--- src/rtl/trng_word_collector.sv ---
// trng_word_collector: Von Neumann-debiased entropy packer into valid/ack words; `TRNG_RCT_EN adds a repetition-count health test.
module trng_word_collector #(
  parameter int WORD_WD    = 32,
  parameter int SAMPLE_DIV = 4,
  parameter int RCT_LIMIT  = 31
) (
  input  logic               wb_clk_i,
  input  logic               rst_n,
  input  logic               en_i,
  input  logic               raw_bit_i,
  output logic [WORD_WD-1:0] trng_o,
  output logic               trng_valid_o,
  input  logic               trng_ack_i,
  output logic               health_fail_o
);
  localparam int DW = $clog2(SAMPLE_DIV);
  localparam int CW = $clog2(WORD_WD + 1);
  typedef enum logic [1:0] {IDLE, COLLECT, FULL, FAIL} state_t;
  state_t state, state_nxt;
  logic sync_q, raw_s, phase, first;
  logic [DW-1:0] div;
  logic [CW-1:0] cnt;
  logic [WORD_WD-1:0] shift;
  logic run, strobe, vn_en, done, load, rct_fail;
  if (SAMPLE_DIV < 2 || RCT_LIMIT < 2 || RCT_LIMIT > 255) begin : g_param_check
    $error("trng_word_collector: SAMPLE_DIV must be >= 2 and RCT_LIMIT within 2..255");
  end
  assign run    = en_i && (state == COLLECT || state == FULL);
  assign strobe = run && div == DW'(SAMPLE_DIV - 1);
  assign vn_en  = strobe && phase && state == COLLECT && first != raw_s;
  assign done   = state == COLLECT && cnt == CW'(WORD_WD);
  // A word leaves the shift register when the output slot is free or being consumed this cycle
  assign load   = en_i && !rct_fail &&
                  ((done && (!trng_valid_o || trng_ack_i)) || (state == FULL && trng_ack_i));
  always_comb begin
    state_nxt = !en_i ? IDLE :
                state == IDLE ? COLLECT :
                rct_fail ? FAIL :
                (done && trng_valid_o && !trng_ack_i) ? FULL :
                (state == FULL && trng_ack_i) ? COLLECT : state;
  end
  always_ff @(posedge wb_clk_i or negedge rst_n) begin
    if (!rst_n) state <= IDLE;
    else state <= state_nxt;
  end
  always_ff @(posedge wb_clk_i or negedge rst_n) begin
    if (!rst_n) begin
      sync_q       <= 1'b0;
      raw_s        <= 1'b0;
      div          <= '0;
      phase        <= 1'b0;
      first        <= 1'b0;
      shift        <= '0;
      cnt          <= '0;
      trng_o       <= '0;
      trng_valid_o <= 1'b0;
    end else begin
      sync_q <= raw_bit_i;
      raw_s  <= sync_q;
      if (!run) begin
        div   <= '0;
        phase <= 1'b0;
        first <= 1'b0;
        shift <= '0;
        cnt   <= '0;
      end else begin
        div <= strobe ? '0 : div + DW'(1);
        if (strobe) phase <= !phase;
        if (strobe && !phase) first <= raw_s;
        if (vn_en) shift <= {shift[WORD_WD-2:0], first};
        else if (load) shift <= '0;
        cnt <= vn_en ? cnt + CW'(1) : load ? '0 : cnt;
      end
      if (load) trng_o <= shift;
      trng_valid_o <= (!en_i || state == IDLE || state == FAIL || rct_fail) ? 1'b0 :
                      load ? 1'b1 : trng_ack_i ? 1'b0 : trng_valid_o;
    end
  end
`ifdef TRNG_RCT_EN
  logic [7:0] rct_cnt, rct_nxt;
  logic prev;
  // A zero count marks the first strobe of a session, which has no predecessor to compare
  always_comb begin
    rct_nxt = (rct_cnt == 8'd0 || prev != raw_s) ? 8'd1 :
              rct_cnt == 8'hff ? rct_cnt : rct_cnt + 8'd1;
  end
  assign rct_fail      = strobe && rct_nxt >= 8'(RCT_LIMIT);
  assign health_fail_o = state == FAIL;
  always_ff @(posedge wb_clk_i or negedge rst_n) begin
    if (!rst_n) begin
      rct_cnt <= 8'd0;
      prev    <= 1'b0;
    end else if (!run) begin
      rct_cnt <= 8'd0;
      prev    <= 1'b0;
    end else if (strobe) begin
      rct_cnt <= rct_nxt;
      prev    <= raw_s;
    end
  end
`else
  assign rct_fail      = 1'b0;
  assign health_fail_o = 1'b0;
`endif
endmodule

--- config.mk ---
export PLATFORM = sky130hd
export DESIGN_NAME = trng_word_collector
export DESIGN_NICKNAME = d
export VERILOG_FILES = /design/src/rtl/trng_word_collector.sv
export SDC_FILE = /design/constraint.sdc
export NUM_CORES = 1
export LEC_CHECK = 0
export ABC_AREA = 1
export CAP_MARGIN = 20
export CELL_PAD_IN_SITES_DETAIL_PLACEMENT = 0
export CELL_PAD_IN_SITES_GLOBAL_PLACEMENT = 2
export CORE_MARGIN = 1.5
export CORE_UTILIZATION = 37
export CTS_CLUSTER_DIAMETER = 80
export DETAILED_ROUTE_END_ITERATION = 7
export PLACE_DENSITY_LB_ADDON = 0.08
export RECOVER_POWER = 25
export SLEW_MARGIN = 15
export SYNTH_ARGS = -nofsm -noshare
export SYNTH_HDL_FRONTEND = slang
export SYNTH_SLANG_ARGS = --single-unit
--- constraint.sdc ---
create_clock -name wb_clk_i -period 2.2 [get_ports wb_clk_i]
set_input_delay 0.55 -clock wb_clk_i [delete_from_list [all_inputs] [get_ports wb_clk_i]]
set_output_delay 0.55 -clock wb_clk_i [all_outputs]
set_load 0.05 [all_outputs]
**Word-level counts from Yosys, hierarchy flattened**

Cells that the tools add are included.

- Flip-flop bits (word level): 79
- Logic and storage cells: 64

- Add/subtract/negate cells: 2
- Equality and inequality tests: 10
- Multiplexer cells: 19
- Reduce and logical (&&, ||, !) cells: 23

Operators with widths:

| operator | count |
|---|---|
| 2-to-1 mux 32 bit | 3 |
| 2-to-1 mux 6 bit | 3 |
| logical AND 1 bit | 12 |
| 2-to-1 mux 2 bit | 6 |
| 2-to-1 mux 1 bit | 7 |
| adder 6 x 1 -> 6 bit, second input constant | 1 |
| == test 2 bit, second input constant | 3 |
| == test 6 bit, second input constant | 1 |
| logical OR 1 bit | 5 |
| logical NOT 1 bit | 4 |
| inequality test 2 x 1 -> 1 bit, second input constant | 2 |
| inequality test 4 x 1 -> 1 bit, second input constant | 1 |
| inequality test 3 x 1 -> 1 bit, second input constant | 1 |
| nonzero test 3 bit | 1 |
| adder 2 x 1 -> 2 bit, second input constant | 1 |
| == test 2 x 1 -> 1 bit, second input constant | 1 |
| logical NOT 2 bit | 1 |
| inequality test 1 bit | 1 |

**Depth between registers and ports, before layout**

- Word-level depth: 9
- Depth in mapped cells: 10

**Least setup slack after synthesis**

Ideal clock, no wire load.

- Path kind: register to register
- Start: register state[0]
- End: register shift[11]
- Data arrival time: 1.345 ns
- Data required time: 2.083 ns
- Setup slack: 0.738 ns
- Stages on the path, launching flop included: 10
- Buffers on the path: 2
- Clock period less this slack: 1.462 ns
- Cells stage by stage: dfrtp_1 -> inv_1 -> ha_1 -> nand3_1 -> nor2_1 -> a21oi_1 -> buf_4 -> buf_6 -> nand3_1 -> nand2_1

- Word-level cells in the longest chain between the ends: 9
- Elaborated cells between the ends (all ways): 16
- Those cells by class: eq/ne: 3; mux: 2; reduce/logical: 11

RTL lines:

| element | line | source |
|---|---|---|
| from (decl) | 19 | `state_t state, state_nxt;` |
| from (signal assigned) | 44 | `else state <= state_nxt;` |
| == test 2 x 1 -> 1 bit / == test 2 bit (equally long branches) | - |  |
| logical OR 1 bit | 28 | `assign run = en_i && (state == COLLECT \|\| state == FULL);` |
| logical AND 1 bit | 28 |  |
| logical AND 1 bit | 29 | `assign strobe = run && div == DW'(SAMPLE_DIV - 1);` |
| logical AND 1 bit (3 in series) | 30 | `assign vn_en = strobe && phase && state == COLLECT && first != raw_s;` |
| 2-to-1 mux 32 bit | 70 | `if (vn_en) shift <= {shift[WORD_WD-2:0], first};` |
| 2-to-1 mux 32 bit | 60 | `if (!run) begin` |
| to (signal assigned) | 70 |  |
| to (decl) | 23 | `logic [WORD_WD-1:0] shift;` |

Several ways; a longest one is shown, not always the timed one.
A chain may end at the register's enable or synchronous reset.

**Final worst setup path**

- Start: register trng_o[28]
- End: output trng_o[28]

RTL lines:

| element | line | source |
|---|---|---|
| from (decl) | 11 | `output logic [WORD_WD-1:0] trng_o,` |
| from (signal assigned) | 74 | `if (load) trng_o <= shift;` |

No word-level cell between the ends.

==> metrics.md <==
| Metric | Value |
|---|---|
| Pin count of the biggest net entering global routing | 57 |
| CP Class | flip-flop to output pin |
| Total GRT Usage | 15.2% |
| Tcrit/Tclk final | 94.0% |
| Post-synth EDFFs | 0 |
| Worst Path Buf+Inv | 1 |
| Reg2reg setup slack | 0.48 ns |
| Chip width | 99.1 um |
| CTS buffer count | 9 |
| FP Rows | 34 |
| Status | finished, final reports clean |
| RSZ-0062 raised after global routing | false |
| Worst skew pair latency | 0.34 ns |
| Hold WC Path Type | input pin to asynchronous set/reset pin |
| Post-DP HPWL | between 4 and 5 mm |
| Initial Utilization | ~39% |
| Via count | around 2600 |
| First-pass DRT Iterations | 4 |
| Port Buffers | 37 |
| Final Cell Area | 4050 um^2 |
| Top cells by area, synth | dfrtp_1 58%, nand2_1 16%, nand3_1 12%, buf_6 3.0%, ha_1 2.6% |
| Drt via density | 4.79 |
| First-pass GRT wire length | 11.9 mm |
| Initial DRC Count | 142 |
| DRC Markers | 0 |
| Hold WS | 0.354 ns |
| Clk_skew | 0.0105 ns |
| Worst Path Required | 1.65 ns |
| Max cap viols | 0 |
| Post-Syn Area | 3420 um^2 |
| Cell family with most CP delay | buffers and inverters |
| Initial antenna violation count | 0 |
| Setup TNS Final | 0 ns |
| Critical Path AT | between 1.5 and 2 ns |
| Clock Tree Root | clkbuf_8 |
| Boundary pin count | 39 |
| Crit Path Max Fanout | 2 |
| Full die area | 9830 um^2 |
| CTS tree | done |
| Wire per inst | about 13 um |
| Commonest register cell after synthesis | dfrtp_1 |
| Pleak | 2.17 nW |
| Vias in the first global route | 2543 |
| Post-layout util | 45.7% |
| Sequential share of the synthesized area | 57.8% |
| Post-synth ARST share | 100% |
| Dpl cell area | around 3900 um^2 |
| Syn Nets | 396 |
| GP Congestion | 0.741 |
| Area grow syn2layout | 18.3% |
| Ratio of cells with drive above 1 in the final layout | under 10% |
| Tmin final | 2.07 ns |
| Worst setup EP type | output pin |
| H-tree lvl count | 3 |
| Max Clk Rate | 0.483 GHz |
| Die Span Y | 99.1 um |
| Deepest clock path buffer count | 2 |
| CTS Sinks | 79 |
| Resized cells post-CTS | 0 |
| Drt total wl | roughly 7 mm |
| Post-CTS setup buffer count | 0 |
| Cells along the critical path | clkdlybuf4s50_1 |
| #FFs+latches synth | between 70 and 80 |
| Syn Inst Count | 384 |
| Post-DRT Antenna Nets | 0 |
| Slew Viols, Final | 0 |
| Synth area leader | dfrtp_1 |
| Synth warn | 0 |
| Total grt overflow | 0 |
| Area of the core | 8850 um^2 |
| Cts hold-fix bufs | 0 |
| Slew margin rel. | 34.9% |
| VDD IR-drop max | just under 0.3 mV |
| Yosys top cell area share | 57.8% |
| Number of diodes | 0 |
| Worst-Margin Slew | between 0.9 and 1 ns |
| Final hold vios | 0 |
| Crit-path slowest cell | clkdlybuf4s50_1 |
| CP Launch Type | flip-flop |
| # fillers | 892 |
| # setup viols final | 0 |
| Post-synthesis cell type count | 20 |
| Power per cell area | 642 nW/um^2 |
| Nets@finish | 432 |
| Syn Area/Cell | 8.91 um^2 |
| Worst-path clk slew | 0.08 ns |
| Slowest stage delay, CP | 0.81 ns |
## power by group
part	internal, mW	switching, mW
logic	0.0210	0.0674
registers	1.46	0.00313
clock network	0.526	0.525
total	2.00	0.596
## path summary, 6_finish.rpt
kind | depth (start not counted) | end | start
hold / removal | 1 | trng_o[23]$_DFFE_PN0P_ | rst_n
hold reg to reg | 0 | raw_s$_DFF_PN0_ | sync_q$_DFF_PN0_
setup / recovery | 1 | trng_o[28] | trng_o[28]$_DFFE_PN0P_
min in group wb_clk_i | 0 | raw_s$_DFF_PN0_ | sync_q$_DFF_PN0_
setup reg to reg | 9 | trng_o[12]$_DFFE_PN0P_ | cnt[0]$_DFFE_PN0P_
max in group asynchronous | 2 | first$_DFFE_PN0P_ | rst_n
## synth_stat cells, types with 2 or more instances
| library cell | number |
|---|---|
| o21ai_0 | 4 |
| or2_2 | 2 |
| buf_2 | 8 |
| nand2_1 | 149 |
| nor2_1 | 14 |
| dfrtp_1 | 79 |
| nand3_1 | 79 |
| ha_1 | 7 |
| buf_4 | 5 |
| a21oi_1 | 2 |
| buf_6 | 9 |
| inv_1 | 17 |
| nand4_1 | 2 |
## cell families (layout without fill, tap and decap cells)
kind of cell             count (synthesis)  after routing  share of synthesized area, %
buffers and inverters                   39             80                          7.10
AND/OR/NAND/NOR                        250            250                          31.1
XOR/XNOR                                 1              1                         0.256
other                                    1              1                         0.110
AO/OA/AOI/OAI                            7              7                          1.10
adder cells (fa/ha/maj)                  7              7                          2.56
flip-flops                              79             79                          57.8
## layer usage
metal	up-vias	track usage (%)	part of all wire (%)
met5	-	0	0
met1	1212	20.1	49
li1	1288	-	-
met3	7	3.16	3.1
met4	0	6.07	1.2
met2	48	24.8	47
## cell usage in the layout (no fill, tap or decap)
master	synthesis	final
clkinv_4	0	1
clkdlybuf4s50_1	0	35
o21bai_1	1	1
conb_1	1	1
clkbuf_2	0	2
nand2_1	149	149
buf_4	5	6
ha_1	7	7
nor2_2	1	1
nor2_1	14	14
clkinvlp_4	0	2
a21oi_1	2	1
buf_12	0	3
o21ai_0	4	4
bufinv_16	0	1
and2_1	1	1
a21oi_2	0	1
or2_2	2	2
dfrtp_1	79	79
nand2_2	1	1
nand3_1	79	79
dlygate4sd3_1	0	1
nand4_1	2	2
clkinv_2	0	1
nand2_4	1	1
clkbuf_1	0	2
xor2_1	1	1
inv_1	17	17
clkbuf_8	0	9
## metrics by stage
stage / setup slack (ns) / cells / total power [mW]
floorplan: 0.738 / 384 / 1.53
global placement: 0.215 / 517 / 1.58
detailed placement: 0.188 / 517 / 1.58
CTS: 0.0934 / 533 / 2.65
global route: 0.0667 / 533 / 2.72
finish: 0.131 / 533 / 2.60
## area by class of cell
class                           instances  area, um^2  area share (%)
Inverter                               17        63.8            1.58
Multi-Input combinational cell        266        1200            29.8
Clock buffer                           11         131            3.25
Timing Repair Buffer                   47         475            11.8
Tap cell                              108         135            3.34
Sequential cell                        79        1980            48.9
Clock inverter                          5        58.8            1.45
## flip-flops by register name, indices dropped and copies added, names as in the netlist
signal / cells
div: 2
shift: 32
cnt: 6
state: 2
raw_s: 1
sync_q: 1
phase: 1
trng_valid_o: 1
first: 1
trng_o: 32
(Power assumes the default switching activity.)
